File: src/rtl/four_bit_adder_2x2_pkg.sv
// Shared widths, the nibble type and full-adder helper equations for the
// 4-bit adder built from two cascaded 2-bit groups.
package four_bit_adder_2x2_pkg;

  localparam int ADDER_W = 4;
  localparam int GROUP_W = 2;

  typedef logic [ADDER_W-1:0] nibble_t;

  // Single-bit full adder, sum output.
  function automatic logic fa_sum(input logic x, input logic y, input logic ci);
    return x ^ y ^ ci;
  endfunction

  // Single-bit full adder, carry output.
  function automatic logic fa_carry(input logic x, input logic y, input logic ci);
    return (x & y) | (ci & (x ^ y));
  endfunction

endpackage : four_bit_adder_2x2_pkg

File: src/rtl/four_bit_adder_2x2_if.sv
// Operand/result bundle for the 4-bit adder. The master drives operands and
// in_valid; the slave (the adder) returns the registered result.
interface four_bit_adder_2x2_if;
  import four_bit_adder_2x2_pkg::*;

  nibble_t a;
  nibble_t b;
  logic    cin;
  logic    in_valid;
  nibble_t s;
  logic    cout;
  logic    ovf;
  logic    out_valid;

  modport master (
    output a, b, cin, in_valid,
    input  s, cout, ovf, out_valid
  );

  modport slave (
    input  a, b, cin, in_valid,
    output s, cout, ovf, out_valid
  );

endinterface : four_bit_adder_2x2_if

File: src/rtl/four_bit_adder_2x2_two_bit_adder.sv
// Two-bit ripple group made of two full adders. c_msb_in exposes the carry
// into the group's upper bit so the parent can derive signed overflow.
module two_bit_adder
  import four_bit_adder_2x2_pkg::*;
(
  input  logic [GROUP_W-1:0] x,
  input  logic [GROUP_W-1:0] y,
  input  logic               ci,
  output logic [GROUP_W-1:0] sum,
  output logic               co,
  output logic               c_msb_in
);

  // Ripple the carry from bit 0 into bit 1.
  always_comb begin
    sum[0]   = fa_sum(x[0], y[0], ci);
    c_msb_in = fa_carry(x[0], y[0], ci);
    sum[1]   = fa_sum(x[1], y[1], c_msb_in);
    co       = fa_carry(x[1], y[1], c_msb_in);
  end

endmodule : two_bit_adder

File: src/rtl/four_bit_adder_2x2.sv
// 4-bit adder with carry-in/out and signed overflow, built from a low and a
// high 2-bit group, followed by a single output register stage with valid.
module four_bit_adder_2x2
  import four_bit_adder_2x2_pkg::*;
(
  input logic                  clk,
  input logic                  rst,
  four_bit_adder_2x2_if.slave  bus
);

  logic [GROUP_W-1:0] sum_lo;
  logic [GROUP_W-1:0] sum_hi;
  logic               c1;
  logic               c3;
  logic               c4;
  logic               c_lo_msb_unused;

  nibble_t s_q,    s_d;
  logic    cout_q, cout_d;
  logic    ovf_q,  ovf_d;
  logic    vld_q,  vld_d;

  two_bit_adder u_lo (
    .x        (bus.a[1:0]),
    .y        (bus.b[1:0]),
    .ci       (bus.cin),
    .sum      (sum_lo),
    .co       (c1),
    .c_msb_in (c_lo_msb_unused)
  );

  two_bit_adder u_hi (
    .x        (bus.a[3:2]),
    .y        (bus.b[3:2]),
    .ci       (c1),
    .sum      (sum_hi),
    .co       (c4),
    .c_msb_in (c3)
  );

  // Next-state: capture on in_valid, otherwise hold the result and drop valid.
  always_comb begin
    s_d    = s_q;
    cout_d = cout_q;
    ovf_d  = ovf_q;
    vld_d  = 1'b0;
    if (bus.in_valid) begin
      s_d    = {sum_hi, sum_lo};
      cout_d = c4;
      ovf_d  = c3 ^ c4;
      vld_d  = 1'b1;
    end
  end

  // Output register; reset wins over a same-edge capture.
  always_ff @(posedge clk) begin
    if (rst) begin
      s_q    <= '0;
      cout_q <= 1'b0;
      ovf_q  <= 1'b0;
      vld_q  <= 1'b0;
    end else begin
      s_q    <= s_d;
      cout_q <= cout_d;
      ovf_q  <= ovf_d;
      vld_q  <= vld_d;
    end
  end

  // Drive the result side of the bundle.
  always_comb begin
    bus.s         = s_q;
    bus.cout      = cout_q;
    bus.ovf       = ovf_q;
    bus.out_valid = vld_q;
  end

endmodule : four_bit_adder_2x2

File: src/flat_wrapper.sv
// flat-port wrapper written by rule: the top's interface ports become plain ports
module four_bit_adder_2x2_flat import four_bit_adder_2x2_pkg::*;
  (clk, rst, bus_a, bus_b, bus_cin, bus_in_valid, bus_s, bus_cout, bus_ovf, bus_out_valid);
  four_bit_adder_2x2_if bus_i ();
  input logic clk;
  input logic rst;
  input wire logic [$bits(bus_i.a)-1:0] bus_a;
  input wire logic [$bits(bus_i.b)-1:0] bus_b;
  input wire logic [$bits(bus_i.cin)-1:0] bus_cin;
  input wire logic [$bits(bus_i.in_valid)-1:0] bus_in_valid;
  output wire logic [$bits(bus_i.s)-1:0] bus_s;
  output wire logic [$bits(bus_i.cout)-1:0] bus_cout;
  output wire logic [$bits(bus_i.ovf)-1:0] bus_ovf;
  output wire logic [$bits(bus_i.out_valid)-1:0] bus_out_valid;
  assign bus_i.a = bus_a;
  assign bus_i.b = bus_b;
  assign bus_i.cin = bus_cin;
  assign bus_i.in_valid = bus_in_valid;
  assign bus_s = bus_i.s;
  assign bus_cout = bus_i.cout;
  assign bus_ovf = bus_i.ovf;
  assign bus_out_valid = bus_i.out_valid;
  four_bit_adder_2x2 u_core (.clk(clk), .rst(rst), .bus(bus_i));
endmodule
File: config.mk
export PLATFORM = sky130hd
export DESIGN_NAME = four_bit_adder_2x2_flat
export DESIGN_NICKNAME = d
export VERILOG_FILES = /design/src/rtl/four_bit_adder_2x2_pkg.sv /design/src/rtl/four_bit_adder_2x2_if.sv /design/src/rtl/four_bit_adder_2x2_two_bit_adder.sv /design/src/rtl/four_bit_adder_2x2.sv /design/src/flat_wrapper.sv
export SDC_FILE = /design/constraint.sdc
export NUM_CORES = 1
export LEC_CHECK = 0
export ABC_AREA = 1
export CAP_MARGIN = 20
export CELL_PAD_IN_SITES_DETAIL_PLACEMENT = 1
export CELL_PAD_IN_SITES_GLOBAL_PLACEMENT = 1
export CORE_MARGIN = 2
export CORE_UTILIZATION = 25
export CTS_BUF_LIST = sky130_fd_sc_hd__clkbuf_16
export DETAILED_ROUTE_END_ITERATION = 7
export GPL_ROUTABILITY_DRIVEN = 0
export GPL_TIMING_DRIVEN = 0
export PLACE_DENSITY = 0.8
export SLEW_MARGIN = 25
export SYNTH_ARGS = -nofsm -noshare
export SYNTH_HDL_FRONTEND = slang
export SYNTH_SLANG_ARGS = --single-unit
File: constraint.sdc
create_clock -name clk -period 2.4 [get_ports clk]
set_input_delay 0.24 -clock clk [delete_from_list [all_inputs] [get_ports clk]]
set_output_delay 0.24 -clock clk [all_outputs]
set_load 0.05 [all_outputs]
After elaboration in Yosys (flattened, before gate mapping)
Index checks and enable logic that the tools add are counted.
{"block": "classes", "n_mux": 1, "bitwise": 21}
{"cell": "$xor A1 B1 Y1", "n": 9}
{"cell": "$and A1 B1 Y1", "n": 8}
{"cell": "$or A1 B1 Y1", "n": 4}
{"cell": "$mux W1", "n": 1}
{"block": "word_totals", "reg_bits": 7, "out_inout_bits": 7, "word_cells": 26}

Longest topological paths before layout
Gate-level depths: netlist of run 1.
{"block": "logic_depth", "depth_word": 10, "depth_mapped": 11, "depth_no_buf": 11}

Cells and area by module
From an unflattened synthesis of run 1, not the netlist that was laid out.
{"block": "hier_totals", "cells_unflattened": 38, "area_unflattened_um2": 330.3}
{"module": "four_bit_adder_2x2", "n_inst": 1, "cells_each": 34, "area_per_inst_um2": 250.2, "seq_area_each_um2": 140.1}
{"module": "two_bit_adder", "n_inst": 2, "cells_each": 2, "area_per_inst_um2": 40.0, "seq_area_each_um2": 0.0}

Worst setup path before layout of run 1
OpenSTA, ideal clock, no wires.
{"block": "synth_path", "path_kind": "in2reg", "start": "in bus_cin", "end": "reg u_core.s_q[3], in the netlist u_core.bus.s[3]", "setup_time_ps": 73, "t_arrival_ps": 1931, "t_required_ps": 2327, "slack_ps": 396, "cell_stages": 9, "n_path_buf": 0, "path_cell_list": "fa_1 inv_1 fa_1 inv_1 fa_1 inv_1 fa_1 nand2_1 nor3b_2"}
{"block": "synth_between", "elab_chain_len": 7}
{"element": "from (decl)", "line_no": "flat_wrapper.sv:9", "rtl": "input wire logic [$bits(bus_i.cin)-1:0] bus_cin;"}
{"element": "$and A1 B1 Y1", "line_no": "four_bit_adder_2x2_pkg.sv:17", "rtl": "return (x & y) | (ci & (x ^ y));"}
{"element": "$or A1 B1 Y1", "line_no": "four_bit_adder_2x2_pkg.sv:17"}
{"element": "$and A1 B1 Y1", "line_no": "four_bit_adder_2x2_pkg.sv:17"}
{"element": "$or A1 B1 Y1", "line_no": "four_bit_adder_2x2_pkg.sv:17"}
{"element": "$and A1 B1 Y1", "line_no": "four_bit_adder_2x2_pkg.sv:17"}
{"element": "$or A1 B1 Y1", "line_no": "four_bit_adder_2x2_pkg.sv:17"}
{"element": "$xor A1 B1 Y1", "line_no": "four_bit_adder_2x2_pkg.sv:12", "rtl": "return x ^ y ^ ci;"}
{"element": "to (signal assigned)", "line_no": "four_bit_adder_2x2.sv:58", "rtl": "s_q <= '0;"}
{"element": "to (signal assigned)", "line_no": "four_bit_adder_2x2.sv:63", "rtl": "s_q <= s_d;"}
{"element": "to (decl)", "line_no": "four_bit_adder_2x2.sv:18", "rtl": "nibble_t s_q, s_d;"}
Every way passes these cells.
A chain may end at the register's enable or synchronous reset.

Worst setup path in the final report of run 1
Ends and elaborated chain as after synthesis.

==> results.md, run 1 <==
- CP Capture Type: register
- Final core utilization: between 40% and 50%
- First-pass DRT Iterations: 2
- Internal power: between 300 and 400 µW
- Post-synthesis instance total: 45
- CP Max Fanout: 3
- Grt ovf: 0
- Final antenna-violating net count: 0
- First-pass GRT wire length: ~1700 µm
- Hold Path Class: register to register
- Initial antenna violation count: 0
- Commonest non-fill, non-tap cell in the layout: clkdlybuf4s50_1
- CTS sink cnt: 7
- Clock power frac: a little over half
- Clk root buf: clkbuf_16
- H-tree Lvls: 1
- Post-CTS setup buffers: 0
- Reg clk slew, reported paths: around 40 ps
- Leak pwr: 0.000303 µW
- Rows: 13
- Yosys reg bits: 7
- Comb pwr share: between 20% and 30%
- DR vias/cell: 4.24
- Initial Utilization: 27.6%
- DP HPWL: 661 µm
- Hold WS: between 400 and 500 ps
- Min cycle time layout: 2260 ps
- Hold_buf cts: 0
- TritonCTS clock tree: built
- Worst IR Drop VDD: about 400 µV
- Post-Syn Nets: 61
- Grt peak-use layer: met2
- Clock tree buffer depth: 2
- Vias in the first global route: approximately 380
- Synth-to-Final Area Change: 76.2%
- Ys Warns: 0
- Setup CP Type: input port to register
- Input/output buffers: 18
- Cell Pwr Density: approximately 800 nW/µm²
- Die H: between 40 and 50 µm
- Final hold vios: 0
- Worst setup SP type: input port
- I/O pins: 19
- GR met2 Demand/Resource: 22.8%
- N_diodes: 0
- Synthesized area: between 300 and 400 µm²
- Slew Viols, Final: 0
- Met3 Usage GRT: slightly below 8%
- CTS Buf Count: 3
- Critical Path RT: around 2600 ps
- DRC Markers: 0
- Final-report setup violation count: 0
- Die Width: between 40 and 50 µm
- Placement Cell Area: roughly 570 µm²
- Inst Count DP: a little under 80
- Sw frac: approximately 26%
- Worst path arrival time: approximately 2400 ps
- Final net count: between 80 and 90
- Post-synthesis cell type count: 8
- Max Cap Viol: 0
- Layout cells sized above 1: approximately 9%
- Final wirelength: around 950 µm
- Die area: 1790 µm²
- Worst-Skew Late Latency: 230 ps
- Part of the cycle the worst path needs: ~94%
- M1 GR Usage: 12.6%
- Relative slew margins: 66.2%
- Fillcell total: ~160
- Leading cell types in the layout, fill and taps excluded: clkdlybuf4s50_1 (18), nor2_1 (13), inv_1 (10)
- Mean post-synth cell area: around 8.2 µm²
- Switching pwr: between 100 and 150 µW
- Seq/Total Area, Yosys: between 30% and 40%
- WL/cell: 11.6 µm
- Cell Count, Final, Fillers Out: a little over 80
- Max Clock Freq: roughly 440 MHz
- Final Instance Area: roughly 650 µm²
- Largest net degree at the start of global routing: 11
- Gr usage total: between 10 and 15%
- Worst Max-Slew Pin Slew: 505 ps
- Core footprint: roughly 1300 µm²
- Vias: 348
- Reg power frac: between 20% and 30%
- Unrepaired setup endpoints after global routing: no
- Worst clock skew: 0 ps
- Status: complete, no violations
- Iteration-0 DRC count of the detailed router: 1
stage by stage:
step,total power [µW],setup slack (ps),setup TNS [ps]
after global placement,248,-160,-187
final,533,143,0
after CTS,542,54.9,0
after floorplan,203,396,0
after global routing,562,40.4,0
after detailed placement,251,-182,-245
final cells by class:
cell class,count,area (µm²),share of cell area (%)
clock buffer,3,75.1,11.6
sequential,7,140,21.6
buffer,1,11.3,1.74
multi-input combinational,28,185,28.6
clock inverter,1,3.75,0.579
inverter,9,33.8,5.21
tap,15,18.8,2.90
timing repair buffer,18,180,27.8
flip-flops by register name (all words and copies together), names as in the netlist:
register and flops:
u_core.bus.s 4, u_core.bus.out_valid 1, u_core.bus.ovf 1, u_core.bus.cout 1
critical path: stages:
cell and delay [ps]:
clkdlybuf4s50_1 430, fa_1 410, inv_1 70, fa_1 160, inv_1 50, fa_2 360, inv_1 90, fa_1 400
nand2_1 80, nor3b_2 140
layer usage:
layer / vias to the layer above / part of all wire (%)
li1: 173 / -
met1: 156 / 39
met2: 15 / 49
met3: 4 / 7.7
met4: 0 / 3.9
met5: - / 0
power groups by stage:
stage          Sequential [µW]  Combinational [µW]  Clock [µW]
2_1_floorplan              168                34.7           0
3_3_place_gp               133                 115           0
3_5_place_dp               133                 118           0
4_1_cts                    132                 120         290
5_1_grt                    134                 129         299
6_report                   132                 118         282
path summary, 6_finish.rpt:
path                                  endpoint  slack, ps                          from  cells after the start
setup reg to reg  u_core.bus.s[0]$_SDFFE_PP0P_       1760  u_core.bus.s[0]$_SDFFE_PP0P_                      2
hold reg to reg   u_core.bus.cout$_SDFFE_PP0P_        470  u_core.bus.cout$_SDFFE_PP0P_                      2
setup / recovery  u_core.bus.s[3]$_SDFFE_PP0P_        140                       bus_cin                     10
hold / removal    u_core.bus.cout$_SDFFE_PP0P_        470  u_core.bus.cout$_SDFFE_PP0P_                      2
synth_stat cells:
master	n	area (µm²)
dfxtp_1	7	140
nor2_1	13	48.8
nand2_1	7	26.3
nor3b_2	1	12.5
buf_6	1	11.3
o21ai_0	3	15.0
fa_1	4	80.1
inv_1	9	33.8
logic make-up after synthesis:
group                    count (synthesis)  synth area share, %
buffers and inverters                   10                 12.2
AND/OR/NAND/NOR                         21                 23.8
adder cells (fa/ha/maj)                  4                 21.8
AO/OA/AOI/OAI                            3                 4.08
flip-flops                               7                 38.1
repair_timing:
action | 4_1_cts | 5_1_grt
hold endpoints to repair | 0 | 0
gates resized for setup | 0 | 1
endpoints found under the setup margin | 0 | 1
Note: power is estimated with default switching activity, not from simulation.
==> run 2, diff against run 1 <==
Clock period 2.4 ns to 2.5 ns, I/O delays scaled along.
==> run 2 against run 1 <==
- sequential power is 4% lower
- clock-buffer cell count stayed put
- routed wire length stayed put
- global-route usage stayed put
- non-clock buffer count stayed put
- critical path depth stayed put
- combinational power is 4% lower
==> results.md, run 2 (synthesis gave the netlist of run 1 again) <==
- First-pass GRT wire length: 1670 µm (unchanged)
- Final net count: 84 (unchanged)
- Vias in the first global route: 377 (unchanged)
- Synth-to-Final Area Change: 75.5%
- Leading cell types in the layout, fill and taps excluded: clkdlybuf4s50_1 (18), nor2_1 (13), inv_1 (10)
- Cell Pwr Density: 790 nW/µm² (-3.9%)
- Flop2flop setup slack: 1860 ps (+100 ps)
- Max Cap Viol: 0 (unchanged)
- First-pass DRT Iterations: 2 (unchanged)
- Post-CTS setup buffers: 0 (unchanged)
- CP endpoint: u_core.bus.s[3]$_SDFFE_PP0P_
- DRC Markers: 0 (unchanged)
- Resized cells post-CTS: 0 (unchanged)
- I/O pins: 19 (unchanged)
- Fillcell total: 157 (unchanged)
- Min cycle time layout: 2330 ps
- Worst path arrival time: 2490 ps (+70 ps)
- Relative slew margins: 66.2% (unchanged)
- Grt ovf: 0 (unchanged)
- Hold Path Class: register to register
- CP Max Fanout: 3 (unchanged)
- Hold_buf cts: 0 (unchanged)
- Largest net degree at the start of global routing: 11 (unchanged)
- Final wirelength: 950 µm (unchanged)
- Die H: 42.4 µm (unchanged)
- H-tree Lvls: 1 (unchanged)
- WL/cell: 11.6 µm (unchanged)
- FF-to-FF Start: u_core.bus.s[0]$_SDFFE_PP0P_
- Iteration-0 DRC count of the detailed router: 1 (unchanged)
- Reg clk slew, reported paths: 40 ps (about the same)
- Worst setup SP type: input port
- Worst clock skew: 0 ps (unchanged)
- Input/output buffers: 18 (unchanged)
- CTS sink cnt: 7 (unchanged)
- R2R depth: 2 (unchanged)
- Die area: 1790 µm² (unchanged)
- Crit. Startpoint: bus_cin
- Gr usage total: 14.0% (unchanged)
- Inst Count DP: 78 (unchanged)
- Leak pwr: 0.000304 µW (+0.27%)
- Commonest non-fill, non-tap cell in the layout: clkdlybuf4s50_1
- DP HPWL: 661 µm (unchanged)
- TritonCTS clock tree: built
- Final Instance Area: 646 µm² (-0.39%)
- Initial antenna violation count: 0 (unchanged)
- Clock tree buffer depth: 2 (unchanged)
- Setup CP Type: input port to register
- Layout cells sized above 1: 7.46% (-1.5 points)
- Final hold vios: 0 (unchanged)
- Worst IR Drop VDD: 385 µV (-4.0%)
- Core footprint: 1330 µm² (unchanged)
- N_diodes: 0 (unchanged)
- Slew Viols, Final: 0 (unchanged)
- CTS Buf Count: 3 (unchanged)
- Max FFs per register: 4 (unchanged)
- Unrepaired setup endpoints after global routing: no
- CP Capture Type: register
- Critical Path RT: 2660 ps (+100 ps)
- DR vias/cell: 4.24 (unchanged)
- Rows: 13 (unchanged)
- Cell Count, Final, Fillers Out: 82 (unchanged)
- Clk root buf: clkbuf_16
- Worst-Skew Late Latency: 230 ps (about the same)
- Vias: 348 (unchanged)
- Final-report setup violation count: 0 (unchanged)
- RR Endpoint: u_core.bus.s[0]$_SDFFE_PP0P_
- Max Clock Freq: 429 MHz
- Placement Cell Area: 567 µm² (unchanged)
- Worst Max-Slew Pin Slew: 505 ps (unchanged)
- Initial Utilization: 27.6% (unchanged)
- Status: complete, no violations
- Total power: 510 µW (-4.2%)
- Final core utilization: 48.4% (-0.19 points)
- Part of the cycle the worst path needs: between 90% and 100%
- Final antenna-violating net count: 0 (unchanged)
- Die Width: 42.4 µm (unchanged)
[run 2: cell counts in the layout (fill, tap and decap cells not counted)]
Identical to the previous run, type by type.
[run 2: per-layer routing]
metal	vias up	track usage (%)	routed length (µm)
met5	-	0	0
met4	0	11.3	37
met3	4	7.76	73
met2	15	22.8	469
met1	156	12.6	370
li1	173	-	-
[run 2: final cells by class]
type / count / area [µm²] / share of cell area (%)
clock inverters: 1 / 3.75 / 0.581
plain buffers: 1 / 11.3 / 1.74
repair buffers: 18 / 180 / 27.9
multi-input cells: 28 / 183 / 28.3
well taps: 15 / 18.8 / 2.91
flip-flops and latches: 7 / 140 / 21.7
inverters: 9 / 33.8 / 5.23
clock buffers: 3 / 75.1 / 11.6
[run 2: per-stage QoR]
stage	setup slack (ps)	TNS [ps]	hold slack, ps
global route	59.8	0	524
CTS	145	0	473
detailed placement	-91.8	-91.8	466
finish	168	0	469
global placement	-70.0	-70.0	459
floorplan	486	0	320
[run 2: critical path: stages]
cell and delay (ps):
clkdlybuf4s50_1 430, fa_1 410, inv_1 70, fa_1 160
inv_1 50, fa_1 410, inv_1 100, fa_1 400
nand2_1 80, nor3b_2 140
[run 2: power by group]
part	leakage, µW	switching, µW	total [µW]	internal, µW
Combinational	0.000203	64.9	113	48.0
Sequential	0.0000582	4.70	127	122
Clock	0.0000423	62.2	270	208
Total	0.000304	132	510	378
[run 2: how the worst min path moves through the flow]
stage / startpoint / end / depth (start not counted)
floorplan: rst / u_core.bus.s[3]$_SDFFE_PP0P_ / 1
global placement: u_core.bus.s[1]$_SDFFE_PP0P_ / u_core.bus.s[1]$_SDFFE_PP0P_ / 2
detailed placement: u_core.bus.cout$_SDFFE_PP0P_ / u_core.bus.cout$_SDFFE_PP0P_ / 2
CTS: u_core.bus.cout$_SDFFE_PP0P_ / u_core.bus.cout$_SDFFE_PP0P_ / 2
global route: u_core.bus.cout$_SDFFE_PP0P_ / u_core.bus.cout$_SDFFE_PP0P_ / 2
finish: u_core.bus.cout$_SDFFE_PP0P_ / u_core.bus.cout$_SDFFE_PP0P_ / 2
